==> src/rtl/frog_game_if.sv <==
`timescale 1ns/1ps
// frog_game_if: frame-rate I/O bundle between the video/sprite side and the game sequencer.
// master drives frame_clk/collision/frog_y/start; slave (the sequencer) drives state/lives/score/freeze/respawn/flash_red.
interface frog_game_if;
   logic       frame_clk;
   logic       collision;
   logic [9:0] frog_y;
   logic       start;
   logic [2:0] state;
   logic [2:0] lives;
   logic [7:0] score;
   logic       freeze;
   logic       respawn;
   logic       flash_red;

   modport master (
      output frame_clk, collision, frog_y, start,
      input  state, lives, score, freeze, respawn, flash_red
   );

   modport slave (
      input  frame_clk, collision, frog_y, start,
      output state, lives, score, freeze, respawn, flash_red
   );
endinterface

==> src/rtl/frog_game_ctrl.sv <==
`timescale 1ns/1ps
// frog_game_ctrl: Frogger play/death/win/game-over sequencer, stepped once per video frame.
// Ports: Clk, Reset_n (async, active-low), bus (frog_game_if.slave: frame/collision/frog_y/start in, status/controls out).
module frog_game_ctrl #(
   parameter int LIVES        = 3,
   parameter int DEATH_FRAMES = 60,
   parameter int FLASH_PERIOD = 8,
   parameter int GOAL_Y       = 40,
   parameter int WIN_SCORE    = 5
) (
   input  logic        Clk,
   input  logic        Reset_n,
   frog_game_if.slave  bus
);

   typedef enum logic [2:0] {
      IDLE  = 3'd0,
      PLAY  = 3'd1,
      DEATH = 3'd2,
      WIN   = 3'd3,
      OVER  = 3'd4
   } st_t;

   localparam int CW = 16;
   localparam int FB = $clog2(FLASH_PERIOD);
   localparam logic [CW-1:0] LAST = CW'(DEATH_FRAMES - 1);
   localparam logic [9:0]    GY   = 10'(GOAL_Y);
   localparam logic [7:0]    WS   = 8'(WIN_SCORE);
   localparam logic [2:0]    LV   = 3'(LIVES);

   st_t           st;
   logic [2:0]    lives;
   logic [7:0]    score;
   logic          freeze;
   logic          respawn;
   logic          flash;
   logic          hit;
   logic [CW-1:0] cnt;

   logic          s1, s2, s3;
   logic          tick;
   logic [7:0]    score_inc;
   logic [CW-1:0] cnt_inc;
   logic          hit_eval;

   // s1/s2 resynchronise vsync; s3 holds the previous sample so the
   // rising edge becomes a single registered tick.
   always_ff @(posedge Clk or negedge Reset_n) begin
      if (!Reset_n) begin
         s1   <= 1'b0;
         s2   <= 1'b0;
         s3   <= 1'b0;
         tick <= 1'b0;
      end else begin
         s1   <= bus.frame_clk;
         s2   <= s1;
         s3   <= s2;
         tick <= s2 & ~s3;
      end
   end

   assign score_inc = (score == 8'hff) ? score : score + 8'd1;
   assign cnt_inc   = cnt + CW'(1);
   // A collision seen on the tick cycle itself still counts.
   assign hit_eval  = hit | bus.collision;

   always_ff @(posedge Clk or negedge Reset_n) begin
      if (!Reset_n) begin
         st      <= IDLE;
         lives   <= LV;
         score   <= 8'd0;
         freeze  <= 1'b1;
         respawn <= 1'b0;
         flash   <= 1'b0;
         hit     <= 1'b0;
         cnt     <= '0;
      end else begin
         respawn <= 1'b0;
         case (st)
            IDLE, WIN, OVER: begin
               hit   <= 1'b0;
               flash <= 1'b0;
               if (bus.start) begin
                  lives   <= LV;
                  score   <= 8'd0;
                  respawn <= 1'b1;
                  freeze  <= 1'b0;
                  st      <= PLAY;
               end
            end
            PLAY: begin
               if (tick) begin
                  hit <= 1'b0;
                  if (hit_eval) begin
                     st     <= DEATH;
                     freeze <= 1'b1;
                     cnt    <= '0;
                     flash  <= 1'b0;
                  end else if (bus.frog_y <= GY) begin
                     score   <= score_inc;
                     respawn <= 1'b1;
                     if (score_inc == WS) begin
                        st     <= WIN;
                        freeze <= 1'b1;
                     end
                  end
               end else begin
                  hit <= hit_eval;
               end
            end
            DEATH: begin
               hit <= 1'b0;
               if (tick) begin
                  if (cnt == LAST) begin
                     flash <= 1'b0;
                     if (lives <= 3'd1) begin
                        lives  <= 3'd0;
                        st     <= OVER;
                        freeze <= 1'b1;
                     end else begin
                        lives   <= lives - 3'd1;
                        respawn <= 1'b1;
                        freeze  <= 1'b0;
                        st      <= PLAY;
                     end
                  end else begin
                     cnt   <= cnt_inc;
                     flash <= cnt_inc[FB];
                  end
               end
            end
            default: begin
               st     <= IDLE;
               freeze <= 1'b1;
               flash  <= 1'b0;
               hit    <= 1'b0;
            end
         endcase
      end
   end

   assign bus.state     = st;
   assign bus.lives     = lives;
   assign bus.score     = score;
   assign bus.freeze    = freeze;
   assign bus.respawn   = respawn;
   assign bus.flash_red = flash;

endmodule
==> src/flat_wrapper.sv <==
// flat-port wrapper written by rule: the top's interface ports become plain ports
module frog_game_ctrl_flat 
#(
   parameter int LIVES        = 3,
   parameter int DEATH_FRAMES = 60,
   parameter int FLASH_PERIOD = 8,
   parameter int GOAL_Y       = 40,
   parameter int WIN_SCORE    = 5
)
  (Clk, Reset_n, bus_frame_clk, bus_collision, bus_frog_y, bus_start, bus_state, bus_lives, bus_score, bus_freeze, bus_respawn, bus_flash_red);
  frog_game_if bus_i ();
  input  logic Clk;
  input  logic Reset_n;
  input wire logic [$bits(bus_i.frame_clk)-1:0] bus_frame_clk;
  input wire logic [$bits(bus_i.collision)-1:0] bus_collision;
  input wire logic [$bits(bus_i.frog_y)-1:0] bus_frog_y;
  input wire logic [$bits(bus_i.start)-1:0] bus_start;
  output wire logic [$bits(bus_i.state)-1:0] bus_state;
  output wire logic [$bits(bus_i.lives)-1:0] bus_lives;
  output wire logic [$bits(bus_i.score)-1:0] bus_score;
  output wire logic [$bits(bus_i.freeze)-1:0] bus_freeze;
  output wire logic [$bits(bus_i.respawn)-1:0] bus_respawn;
  output wire logic [$bits(bus_i.flash_red)-1:0] bus_flash_red;
  assign bus_i.frame_clk = bus_frame_clk;
  assign bus_i.collision = bus_collision;
  assign bus_i.frog_y = bus_frog_y;
  assign bus_i.start = bus_start;
  assign bus_state = bus_i.state;
  assign bus_lives = bus_i.lives;
  assign bus_score = bus_i.score;
  assign bus_freeze = bus_i.freeze;
  assign bus_respawn = bus_i.respawn;
  assign bus_flash_red = bus_i.flash_red;
  frog_game_ctrl #(.LIVES(LIVES), .DEATH_FRAMES(DEATH_FRAMES), .FLASH_PERIOD(FLASH_PERIOD), .GOAL_Y(GOAL_Y), .WIN_SCORE(WIN_SCORE)) u_core (.Clk(Clk), .Reset_n(Reset_n), .bus(bus_i));
endmodule
==> config.mk <==
export PLATFORM = sky130hd
export DESIGN_NAME = frog_game_ctrl_flat
export DESIGN_NICKNAME = d
export VERILOG_FILES = /design/src/rtl/frog_game_if.sv /design/src/rtl/frog_game_ctrl.sv /design/src/flat_wrapper.sv
export SDC_FILE = /design/constraint.sdc
export NUM_CORES = 1
export LEC_CHECK = 0
export BUFFER_PORTS_ARGS = -buffer_cell sky130_fd_sc_hd__clkbuf_2
export CORE_ASPECT_RATIO = 0.9
export CORE_MARGIN = 2
export CORE_UTILIZATION = 52
export CTS_BUF_LIST = sky130_fd_sc_hd__clkbuf_2
export CTS_CLUSTER_SIZE = 25
export DETAILED_ROUTE_END_ITERATION = 12
export GPL_TIMING_DRIVEN = 0
export PLACE_DENSITY = 0.71
export SETUP_SLACK_MARGIN = 0.1
export SLEW_MARGIN = 20
export SYNTH_ARGS = -nofsm -noshare
export SYNTH_HDL_FRONTEND = slang
export SYNTH_SLANG_ARGS = --single-unit
==> constraint.sdc <==
create_clock -name Clk -period 2.49 [get_ports Clk]
set_input_delay 0 -clock Clk [delete_from_list [all_inputs] [get_ports Clk]]
set_output_delay 0 -clock Clk [all_outputs]
set_load 0.02 [all_outputs]
Yosys cells after proc, flatten, opt, wreduce, memory -nomap -nowiden
Index checks and enable logic that the tools add are counted.
{"block": "classes", "addsub": 3, "n_lt_le_gt_ge": 2, "n_eq_ne": 17, "mux": 49, "n_bitwise": 3, "n_reduce_logical": 10}
{"op": "16-bit 2-to-1 mux", "n": 4}
{"op": "8-bit 2-to-1 mux", "n": 5}
{"op": "3-bit 2-to-1 mux", "n": 12}
{"op": "16-bit case mux with 2 select lines", "n": 1}
{"op": "1-bit 2-to-1 mux", "n": 21}
{"op": "16-bit by 1-bit adder with 16-bit output, second input constant", "n": 1}
{"op": "16-bit by 6-bit == test with 1-bit output, second input constant", "n": 1}
{"op": "8-bit case mux with 2 select lines", "n": 1}
{"op": "10-bit by 6-bit <= comparator with 1-bit output, second input constant", "n": 1}
{"op": "2-bit by 1-bit inequality test with 1-bit output, second input constant", "n": 5}
{"op": "5-bit AND reduction", "n": 2}
{"op": "3-bit case mux with 3 select lines", "n": 1}
{"op": "8-bit by 1-bit adder with 8-bit output, second input constant", "n": 1}
{"op": "8-bit by 3-bit == test with 1-bit output, second input constant", "n": 1}
{"op": "8-bit == test, second input constant", "n": 1}
{"op": "3-bit by 2-bit == test with 1-bit output, second input constant", "n": 2}
{"op": "2-bit inequality test, second input constant", "n": 3}
{"op": "3-bit by 1-bit inequality test with 1-bit output, second input constant", "n": 2}
{"op": "1-bit case mux with 3 select lines", "n": 2}
{"op": "3-bit case mux with 2 select lines", "n": 1}
{"op": "6-bit AND reduction", "n": 1}
{"op": "2-bit nonzero test", "n": 3}
{"op": "4-bit AND reduction", "n": 1}
{"op": "3-bit by 1-bit == test with 1-bit output, second input constant", "n": 1}
{"op": "10 further kinds", "n": 10}
{"block": "word_totals", "regBits": 38, "input_bits": 15}

Longest topological paths before layout
Gate-level depths: netlist (run 1).
{"block": "depth", "word_depth": 8, "mapped_depth": 8, "depth_no_buf": 7}

Least setup slack after synthesis (run 1)
No wires, ideal clock.
{"block": "synth_path", "kind": "reg-to-reg", "startpoint": "register u_core.score[0], in the netlist u_core.bus.score[0]", "endpoint": "register u_core.st[1], in the netlist u_core.bus.state[1]", "setup_time_ns": 0.126, "arrival_time_ns": 1.803, "t_required_ns": 2.364, "setup_slack_ns": 0.561, "path_stages_with_launch": 8, "path_buffers": 1, "synth_period_minus_slack_ns": 1.929, "path_cell_list": "dfrtp_1 -> ha_1 -> clkbuf_1 -> and4_1 -> a211oi_1 -> o32ai_1 -> nor3_1 -> o32a_1"}
{"block": "synth_between", "elab_chain_len": 5, "elab_cells_between_ends": 6, "classes_between": "add/sub: 1; eq/ne: 3; mux: 1; reduce/logical: 1"}
{"item": "start: declaration", "line_no": "frog_game_ctrl.sv:33", "source": "logic [7:0] score;"}
{"item": "start signal: assignment", "line_no": "frog_game_ctrl.sv:100", "source": "score <= score_inc;"}
{"item": "8-bit by 1-bit adder with 8-bit output / 8-bit == test (equally long branches)", "line_no": "frog_game_ctrl.sv:62", "source": "assign score_inc = (score == 8'hff) ? score : score + 8'd1;"}
{"item": "8-bit 2-to-1 mux *", "line_no": "frog_game_ctrl.sv:62"}
{"item": "8-bit by 3-bit == test with 1-bit output *", "line_no": "frog_game_ctrl.sv:102", "source": "if (score_inc == WS) begin"}
{"item": "3-bit by 1-bit inequality test with 1-bit output (no source line) *"}
{"item": "6-bit AND reduction (no source line) *"}
{"item": "end signal: assignment", "line_no": "frog_game_ctrl.sv:69", "source": "st <= IDLE;"}
{"item": "end signal: assignment", "line_no": "frog_game_ctrl.sv:103", "source": "st <= WIN;"}
{"item": "end signal: assignment", "line_no": "frog_game_ctrl.sv:118", "source": "st <= OVER;"}
{"item": "end: declaration", "line_no": "frog_game_ctrl.sv:31", "source": "st_t st;"}
Every way passes the cells marked *; elsewhere a longest branch is shown, timed or not.
A chain may end at the register's enable or synchronous reset.

Worst setup path after layout (run 1)
{"block": "layout_path", "startpoint": "register u_core.cnt[11]", "endpoint": "register u_core.cnt[11]"}
{"block": "layout_between", "elab_chain_len": 4, "elab_cells_between_ends": 7, "classes_between": "add/sub: 1; eq/ne: 2; mux: 3; reduce/logical: 1"}
{"item": "start: declaration", "line_no": "frog_game_ctrl.sv:38", "source": "logic [CW-1:0] cnt;"}
{"item": "start signal: assignment", "line_no": "frog_game_ctrl.sv:127", "source": "cnt <= cnt_inc;"}
{"item": "16-bit by 1-bit adder with 16-bit output", "line_no": "frog_game_ctrl.sv:63", "source": "assign cnt_inc = cnt + CW'(1);"}
{"item": "16-bit 2-to-1 mux", "line_no": "frog_game_ctrl.sv:114", "source": "if (cnt == LAST) begin"}
{"item": "16-bit 2-to-1 mux", "line_no": "frog_game_ctrl.sv:113", "source": "if (tick) begin"}
{"item": "16-bit case mux with 2 select lines", "line_no": "frog_game_ctrl.sv:79", "source": "case (st)"}
Several ways; a longest one is shown, not always the timed one. The select of a mux whose other input is x is not followed.

==> results of run 1 <==
## synth_stat cells, types with 2 or more instances
| master | number | area, sq um |
|---|---|---|
| dfrtp_1 | 35 | 875.8 |
| a21oi_1 | 19 | 95.09 |
| dfstp_2 | 3 | 78.83 |
| buf_6 | 3 | 33.78 |
| nor4_1 | 5 | 31.28 |
| or3_1 | 9 | 56.30 |
| nand3_1 | 12 | 60.06 |
| nor2_1 | 18 | 67.56 |
| inv_1 | 7 | 26.28 |
| ha_1 | 4 | 50.05 |
| o21ai_0 | 20 | 100.1 |
| a31oi_1 | 6 | 37.54 |
| xor2_1 | 6 | 52.55 |
| and4_1 | 6 | 52.55 |
| nand2_1 | 17 | 63.81 |
| clkbuf_1 | 4 | 15.01 |
| o211ai_1 | 3 | 22.52 |
| o21ai_1 | 3 | 15.01 |
| nor2b_1 | 3 | 18.77 |
| or4_1 | 3 | 22.52 |
| nand2b_1 | 4 | 25.02 |
| a211oi_1 | 3 | 22.52 |
| nor3_1 | 6 | 30.03 |
| and3_1 | 6 | 37.54 |
| a21o_1 | 2 | 15.01 |
| o21a_1 | 3 | 22.52 |
| buf_4 | 2 | 15.01 |
| nand4_1 | 8 | 50.05 |
## power breakdown
group	switching [W]	total, W	internal, W
Combinational	0.000481	0.000808	0.000326
Clock	0.000212	0.000379	0.000167
Sequential	0.0000765	0.000791	0.000715
Total	0.000770	0.00198	0.00121
## cell type report
| type | instances | area [sq um] |
|---|---|---|
| clock buffer | 5 | 25.02 |
| timing repair buffer | 34 | 185.2 |
| sequential | 38 | 954.7 |
| fill | 373 | 1570 |
| multi-input combinational | 188 | 1162 |
| tap | 48 | 60.06 |
| inverter | 7 | 26.28 |
| clock inverter | 3 | 40.04 |
| buffer | 12 | 77.57 |
## sequential cells by signal, summed over array words and instances, names as in the netlist, 3 cells and up
name              cells
u_core.bus.lives      3
u_core.bus.score      8
u_core.bus.state      3
u_core.cnt           16
## through the flow
| step | util, % | cell area [sq um] |
|---|---|---|
| 3_5_place_dp | 59.40 | 2436 |
| 2_1_floorplan | - | 2221 |
| 3_3_place_gp | 59.40 | 2436 |
| 5_1_grt | 61.71 | 2531 |
| 6_report | 61.71 | 2531 |
| 4_1_cts | 61.71 | 2531 |
## metal layers
layer	track usage, %	vias to the layer above
met5	0	-
li1	-	999
met1	30.07	929
met2	34.77	53
met4	8.565	0
met3	4.116	8
## critical path, cell delays in order, from the launching register on
cell      delay [ns]
dfrtp_1         0.46
nor4_1          0.46
nand4_1         0.27
o211ai_2        0.27
buf_4           0.20
buf_4           0.18
o21ai_0         0.11
a21oi_1         0.14
## what timing repair did
action                    4_1_cts  5_1_grt
gates resized for setup         0        0
setup buffers                   0        0
hold endpoints to repair       38        0
hold buffers                    3        0
## final timing paths
check                                           startpoint                         endpoint  slack, ns
worst max-delay path            u_core.cnt[11]$_DFFE_PN0P_       u_core.cnt[11]$_DFFE_PN0P_       0.36
worst max register to register  u_core.cnt[11]$_DFFE_PN0P_       u_core.cnt[11]$_DFFE_PN0P_       0.36
max in group asynchronous                          Reset_n              u_core.s2$_DFF_PN0_       1.67
worst min register to register         u_core.s1$_DFF_PN0_              u_core.s2$_DFF_PN0_       0.38
min in group asynchronous                          Reset_n  u_core.bus.state[0]$_DFFE_PN0P_       0.23
worst min-delay path                             bus_start  u_core.bus.score[0]$_DFFE_PN0P_       0.03
## kinds of logic (layout without fill, tap and decap cells)
logic type      Yosys count  in the layout  synth area share (%)
compound gates           70             70                 19.89
xor+xnor                  6              6                 2.366
fa+ha+maj                 4              4                 2.254
buf+inv                  19             61                 4.675
flops                    38             38                 42.99
mux                       1              1                0.5070
simple gates            107            107                 27.32
==> impl_metrics.py, run 1 <==
metrics = {
    "layout": {
        "nNetsFinal": 305,
        "diodes": 0,
        "area.growth.synth_to_final_pct": 13.97,
        "layout_commonest_cell": "clkbuf_2",
        "stdcell_count": 335,
        "final_cell_mix": "clkbuf_2, dfrtp_1, o21ai_0",
        "drive_above_1_share_pct": 19.51,
    },
    "synth": {
        "netlist_instances": 245,
        "seq_area_frac_synth_pct": 42.99,
        "synth-edff-count": 0,
        "synth_cell_types": 53,
        "postSynthAreaPerCell_sq_um": 9.065,
        "ys_ff_latch": 38,
        "yosysWarningCount": 0,
        "syn-cell-area_sq_um": 2221,
        "synth_nets": 264,
        "ys_async_sr_fraction_pct": 100.0,
        "ys.flop_type": "dfrtp_1",
    },
    "sta": {
        "fin_crit_ns": 2.132,
        "slew_headroom_pct": 37.91,
        "fin_ws_ns": 0.3583,
        "report.final.slew_viol_count": 0,
        "skew_ns": 0.02080,
        "hold_ws_ns": 0.03109,
        "setup_viol": 0,
        "grt_setup_unrepaired": "no",
        "period_share_pct": 85.61,
        "finalHoldViolations": 0,
        "setup_tns_ns": 0,
        "fmax_mhz": 469.1,
        "worst_pin_slew_ns": 0.9313,
    },
    "route": {
        "dr.max_layer_used": "met4",
        "dr.pass1.iters": 4,
        "wl_met2_um": 2189,
        "antenna_left": 0,
        "vias_per_cell": 5.937,
        "wl_met3_um": 217,
        "wl_met1_um": 2435,
        "routed_wl_um": 4923,
        "vias": 1989,
        "drc_errors": 0,
        "wl_per_cell_um": 14.70,
        "drtIter0Drc": 162,
    },
    "clocking": {
        "cts-root-buf": "clkbuf_2",
        "htreeDepth": 2,
        "clock_latency_ns": 0.41,
        "cts_tree": "yes",
        "cts.clk_slew.worst_paths_ns": 0.21,
        "clkSinkCount": 38,
        "clk_path_buf_depth": 2,
        "numCtsBuffers": 5,
    },
    "status": {
        "status": "finished, final reports clean",
    },
    "worst_setup_path": {
        "crit_arrival_ns": 2.47,
        "endpoint_kind": "flip-flop",
        "cp.required_ns": 2.83,
        "worstSetupStartpointType": "flip-flop",
        "timing_worst_setup_path_type": "flip-flop to flip-flop",
        "reg2reg_depth": 7,
        "path_max_fanout": 10,
    },
    "global_route": {
        "overflow": 0,
        "grt_pass1_vias": 1834,
        "grt_usage_pct": 22.08,
        "grt_pass1_wl_um": 8217,
        "grt_max_degree": 39,
        "antenna_found_initial": 0,
    },
    "die": {
        "die_h_um": 66,
        "dieArea_sq_um": 4810,
        "die_x_um": 72.89,
        "start_util_pct": 54.15,
        "rows": 22,
        "io_pins": 32,
        "core_sq_um": 4101,
    },
    "pwr": {
        "p_leak_nw": 1.161,
        "power.total_w": 0.001978,
        "power_density_nw_per_um2": 781.3,
        "ir_drop_mv": 0.3690,
    },
    "worst_hold_path": {
        "min_path_type": "input pin to flip-flop",
        "holdPathStages": 3,
    },
    "placement": {
        "place_ws_ns": 0.4152,
        "routabilityCongestion": 0.8902,
        "dp_hpwl_um": 3554,
        "dp_cells": 324,
        "port_buffers": 31,
    },
    "flow_run": {
        "cap_violations": 0,
    },
}
No activity file was read; power rests on OpenSTA's default activity.
==> run 2, diff against run 1 <==
--- a/config.mk
+++ b/config.mk
@@ -5,6 +5,7 @@
 export SDC_FILE = /design/constraint.sdc
 export NUM_CORES = 1
 export LEC_CHECK = 0
+export ABC_AREA = 1
 export BUFFER_PORTS_ARGS = -buffer_cell sky130_fd_sc_hd__clkbuf_2
 export CORE_ASPECT_RATIO = 0.9
 export CORE_MARGIN = 2
@@ -13,7 +14,7 @@
 export CTS_CLUSTER_SIZE = 25
 export DETAILED_ROUTE_END_ITERATION = 12
 export GPL_TIMING_DRIVEN = 0
-export PLACE_DENSITY = 0.71
+export PLACE_DENSITY = 0.7
 export SETUP_SLACK_MARGIN = 0.1
 export SLEW_MARGIN = 20
 export SYNTH_ARGS = -nofsm -noshare
==> impl_metrics.py, run 2 <==
metrics = {
    "status": {
        "status": "finished, final reports clean",
    },
    "global_route": {
        "grt_usage_pct": 24.03,
        "grt_pass1_wl_um": 9252,
        "overflow": 0,
        "grt_pass1_vias": 2066,
        "grt_max_degree": 39,
        "antenna_found_initial": 0,
    },
    "synth": {
        "netlist_instances": 323,
        "synthTopCellsByArea": "dfrtp_1, nand2_1, nand3_1",
        "ys_async_sr_fraction_pct": 100.0,
        "synth_top_area_share_pct": 36.61,
        "synth_nets": 342,
        "seq_area_frac_synth_pct": 39.91,
        "synth_top_cells_by_count": "nand2_1, inv_1, dfrtp_1",
        "yosysWarningCount": 0,
        "yosysMostFrequentCell": "nand2_1",
        "synth_cell_types": 38,
        "syn-cell-area_sq_um": 2392,
        "yosys.area.top_type": "dfrtp_1",
        "ys_ff_latch": 38,
        "postSynthAreaPerCell_sq_um": 7.406,
        "synth-edff-count": 0,
        "ys.flop_type": "dfrtp_1",
    },
    "flow_run": {
        "cap_violations": 0,
    },
    "worst_setup_path": {
        "endpoint_kind": "flip-flop",
        "crit_start": "u_core.bus.score[1]$_DFFE_PN0P_",
        "crit_arrival_ns": 2.26,
        "worstSetupStartpointType": "flip-flop",
        "timing_worst_setup_path_type": "flip-flop to flip-flop",
        "regToRegStartpoint": "u_core.bus.score[1]$_DFFE_PN0P_",
        "cp.required_ns": 2.81,
        "path_max_fanout": 7,
    },
    "sta": {
        "period_share_pct": 78.05,
        "slew_headroom_pct": 37.31,
        "fin_ws_ns": 0.5467,
        "finalHoldViolations": 0,
        "setup_tns_ns": 0,
        "report.final.slew_viol_count": 0,
        "setup_viol": 0,
        "fmax_mhz": 514.6,
        "skew_ns": 0.005407,
        "fin_crit_ns": 1.943,
        "grt_setup_unrepaired": "no",
        "worst_pin_slew_ns": 0.9404,
    },
    "placement": {
        "routabilityCongestion": 0.8851,
        "dp_hpwl_um": 4034,
        "place_ws_ns": 0.5873,
        "post_dp_cell_area_sq_um": 2625,
        "port_buffers": 31,
    },
    "route": {
        "routed_wl_um": 5301,
        "dr.pass1.iters": 4,
        "drtIter0Drc": 181,
        "drc_errors": 0,
        "wl_per_cell_um": 12.41,
        "antenna_left": 0,
        "vias_per_cell": 5.129,
        "vias": 2190,
    },
    "layout": {
        "area.growth.synth_to_final_pct": 12.50,
        "nNetsFinal": 383,
        "final_core_util_pct": 60.73,
        "drive_above_1_share_pct": 19.45,
        "regArea_sq_um": 954.7,
        "largest_registers": "u_core.cnt x16, u_core.bus.score x8",
        "stdcell_area_sq_um": 2691,
        "largest_reg_flops": 16,
        "multi_input_area_sq_um": 1222,
        "diodes": 0,
        "regMostFlops": "u_core.cnt",
        "layout_commonest_cell": "nand2_1",
        "final_cell_mix": "nand2_1, inv_1, clkbuf_2",
        "fill_cells": 437,
    },
    "clocking": {
        "cts_tree": "yes",
        "clkSinkCount": 38,
        "htreeDepth": 2,
        "clock_latency_ns": 0.40,
        "cts-root-buf": "clkbuf_2",
        "numCtsBuffers": 5,
        "clk_path_buf_depth": 2,
        "cts_resized": 0,
        "cts.clk_slew.worst_paths_ns": 0.19,
    },
    "die": {
        "die_x_um": 75.50,
        "start_util_pct": 53.98,
        "core_sq_um": 4432,
        "io_pins": 32,
        "dieArea_sq_um": 5160,
        "die_h_um": 68.35,
        "rows": 23,
    },
    "pwr": {
        "p_leak_nw": 1.327,
        "power_density_nw_per_um2": 794.6,
        "ir_drop_mv": 0.4296,
    },
    "worst_hold_path": {
        "min_path_type": "input pin to flip-flop",
        "hp-start": "bus_start",
    },
}
==> run 2: cells by family after synthesis <==
family | share of synthesized area [%]
xor gates and xnor gates | 3.295
and+or+nand+nor | 33.63
adders and majority gates | 2.092
AOI/OAI and AO/OA | 12.08
DFF | 39.91
buffers and inverters | 8.996
==> run 2: metrics by stage <==
step,hold WS (ns),total power [W],std cells
finish,0.03941,0.002138,427
global placement,0.1102,0.001863,416
detailed placement,0.1105,0.001880,416
floorplan,-0.2956,0.001616,323
CTS,0.007762,0.002163,427
global route,0.05246,0.002355,427
==> run 2: final timing paths <==
check	endpoint	slack [ns]	depth (start not counted)
worst min-delay path	u_core.bus.lives[1]$_DFFE_PN1P_	0.04	5
worst max register to register	u_core.bus.state[2]$_DFFE_PN0P_	0.55	13
worst min register to register	u_core.s2$_DFF_PN0_	0.38	0
min in group asynchronous	u_core.bus.score[3]$_DFFE_PN0P_	0.24	2
worst max-delay path	u_core.bus.state[2]$_DFFE_PN0P_	0.55	13
max in group asynchronous	u_core.cnt[14]$_DFFE_PN0P_	1.67	2
==> run 2: worst max-delay path, cell delays in order, from the launching register on <==
cell     delay, ns
dfrtp_1       0.47
ha_1          0.23
nand3_1       0.16
inv_1         0.07
nand2_2       0.13
inv_1         0.09
nand2_1       0.06
nand2_1       0.07
nor2_1        0.09
nand4_1       0.10
nand2_1       0.18
nand2_2       0.10
nand2_1       0.07
nand2_1       0.05
==> run 2: final cells by class <==
type                       count  area share, %
clock inverter                 3         0.4184
buffer                         7          1.627
timing repair buffer          34          6.881
sequential                    38          35.47
tap                           62          2.882
multi-input combinational    233          45.42
clock buffer                   5         0.9298
inverter                      45          6.369
==> run 2: power breakdown <==
part | internal (W) | switching [W]
logic | 0.000328 | 0.000700
registers | 0.000740 | 0.000106
clock network | 0.0000599 | 0.000204
total | 0.00113 | 0.00101
==> run 2: repair_timing <==
action / in CTS / in global routing
endpoints found under the hold margin: 37 / 0
hold buffers: 3 / 0
setup buffers: 0 / 0
==> run 2: per-layer routing <==
| metal | vias to the layer above | GRT usage (%) | share of wire [%] |
|---|---|---|---|
| li1 | 1135 | - | - |
| met1 | 1009 | 34.25 | 51 |
| met2 | 38 | 36.63 | 43 |
| met3 | 8 | 4.124 | 4.6 |
| met4 | 0 | 8.553 | 1.4 |
| met5 | - | 0 | 0 |
==> run 3, diff against run 2 <==
==> constraint.sdc (replaced) <==
create_clock -name Clk -period 2 [get_ports Clk]
set_input_delay 0 -clock Clk [delete_from_list [all_inputs] [get_ports Clk]]
set_output_delay 0 -clock Clk [all_outputs]
set_load 0.02 [all_outputs]
==> impl_metrics.py, run 3 (synthesized netlist as in run 2, its figures left out) <==
metrics = {
    "clocking": {
        "numCtsBuffers": 5,
        "cts-root-buf": "clkbuf_2",
        "clkSinkCount": 38,
        "cts_tree": "yes",
        "cts.clk_slew.worst_paths_ns": 0.18,
        "clk_path_buf_depth": 2,
        "clock_latency_ns": 0.40,
        "htreeDepth": 2,
    },
    "sta": {
        "fmax_mhz": 564.5,
        "worst_pin_slew_ns": 0.9409,
        "skew_ns": 0.008600,
        "setup_tns_ns": 0,
        "finalHoldViolations": 0,
        "slew_headroom_pct": 37.27,
        "hold_ws_ns": 0.03996,
        "period_share_pct": 88.58,
        "fin_crit_ns": 1.772,
        "grt_setup_unrepaired": "yes",
        "report.final.slew_viol_count": 0,
        "setup_viol": 0,
    },
    "worst_setup_path": {
        "worstSetupStartpointType": "flip-flop",
        "path_max_fanout": 10,
        "critical_path_buf_inv_count": 2,
        "path_cells": "ha_1 -> nand4_1 -> nor2_2 -> nand3_2 -> nand3_4 -> inv_4 -> buf_6 -> nand4_1 -> o21ai_1",
        "slowest_delay_ns": 0.46,
        "cp.required_ns": 2.31,
        "crit_slowest_cell": "dfrtp_1",
        "crit_arrival_ns": 2.08,
        "path_depth": 9,
        "reg2reg_depth": 9,
        "endpoint_kind": "flip-flop",
        "path_delay_family": "simple AND/OR/NAND/NOR gates",
        "timing_worst_setup_path_type": "flip-flop to flip-flop",
        "cpMostUsedCell": "nand4_1",
    },
    "layout": {
        "regMostFlops": "u_core.cnt",
        "multi_input_area_sq_um": 1240,
        "drive_above_1_share_pct": 22.07,
        "regArea_sq_um": 957.2,
        "layout_commonest_cell": "nand2_1",
        "final_core_util_pct": 61.52,
        "largest_reg_flops": 16,
        "largest_registers": "u_core.cnt x16, u_core.bus.score x8",
        "area.growth.synth_to_final_pct": 13.96,
        "fill_cells": 432,
        "final_cell_mix": "nand2_1, inv_1, clkbuf_2",
        "nNetsFinal": 385,
        "stdcell_count": 429,
        "diodes": 0,
    },
    "global_route": {
        "grt_usage_pct": 24.15,
        "overflow": 0,
        "grt_pass1_vias": 2064,
        "grt_pass1_wl_um": 9301,
        "grt_max_degree": 39,
        "antenna_found_initial": 0,
    },
    "die": {
        "start_util_pct": 53.98,
        "io_pins": 32,
        "die_h_um": 68.35,
        "core_sq_um": 4432,
        "dieArea_sq_um": 5160,
        "die_x_um": 75.50,
        "rows": 23,
    },
    "worst_hold_path": {
        "min_path_type": "input pin to flip-flop",
        "holdPathStages": 5,
    },
    "route": {
        "routed_wl_um": 5339,
        "dr.pass1.iters": 5,
        "antenna_left": 0,
        "vias": 2223,
        "wl_per_cell_um": 12.45,
        "vias_per_cell": 5.182,
        "drtIter0Drc": 150,
        "drc_errors": 0,
    },
    "placement": {
        "dp_hpwl_um": 4034,
        "port_buffers": 31,
        "dp_cells": 416,
        "routabilityCongestion": 0.8851,
    },
    "pwr": {
        "p_leak_nw": 1.344,
        "power_density_nw_per_um2": 989.6,
        "ir_drop_mv": 0.5457,
    },
    "status": {
        "status": "finished, final reports clean",
    },
    "flow_run": {
        "cap_violations": 0,
    },
}
-- run 3: changes by cell type in the layout (fill, tap and decap cells not counted), moves of 2 or more --
cell / delta
inv_2: +2
buf_4: +2
dfrtp_1: -2
inv_1: -2
o21ai_1: +2
dfrtp_2: +2
o21ai_0: -2
-- run 3: worst min-delay path, stage by stage --
cell      delay (ns)
clkbuf_2        0.08
inv_1           0.04
nand2_1         0.11
o211ai_2        0.15
a21oi_1         0.08
-- run 3: worst paths after layout --
path	startpoint	to	slack [ns]
worst max register to register	u_core.cnt[0]$_DFFE_PN0P_	u_core.cnt[9]$_DFFE_PN0P_	0.23
min in group asynchronous	Reset_n	u_core.bus.score[3]$_DFFE_PN0P_	0.24
worst min-delay path	bus_start	u_core.bus.lives[1]$_DFFE_PN1P_	0.04
worst min register to register	u_core.s1$_DFF_PN0_	u_core.s2$_DFF_PN0_	0.38
max in group asynchronous	Reset_n	u_core.bus.state[0]$_DFFE_PN0P_	1.13
worst max-delay path	u_core.cnt[0]$_DFFE_PN0P_	u_core.cnt[9]$_DFFE_PN0P_	0.23
-- run 3: area by class of cell --
cell class / instances / area share, %
multi-input combinational: 233 / 45.48
sequential: 38 / 35.11
timing repair buffer: 36 / 7.343
inverter: 45 / 6.287
tap: 62 / 2.845
buffer: 7 / 1.606
clock buffer: 5 / 0.9179
clock inverter: 3 / 0.4130
-- run 3: layer usage --
metal | up-vias | track usage, % | part of all wire, %
li1 | 1142 | - | -
met3 | 8 | 4.124 | 4.9
met2 | 52 | 36.85 | 42
met4 | 0 | 8.553 | 1.5
met1 | 1021 | 34.44 | 51
met5 | - | 0 | 0
-- run 3: repair_timing --
item	in CTS	in global routing
resized for setup	1	10
pin swaps	0	2
hold buffers	3	0
endpoints found under the setup margin	4	23
hold endpoints to repair	37	0
buffers inserted	1	1
-- run 3: report_power, final --
group	switching [W]	internal, W	leakage, nW
Combinational	0.000887	0.000426	0.818
Clock	0.000256	0.0000746	0.0255
Sequential	0.000131	0.000924	0.500
-- run 3: through the flow --
| step | worst slack, ns | cell area, sq um | total power [W] |
|---|---|---|---|
| after global placement | 0.1046 | 2625 | 0.002319 |
| after CTS | 0.1029 | 2701 | 0.002704 |
| after floorplan | 0.2474 | 2392 | 0.002012 |
| after detailed placement | 0.09734 | 2625 | 0.002340 |
| after global routing | 0.07413 | 2726 | 0.002961 |
| final | 0.2284 | 2726 | 0.002698 |
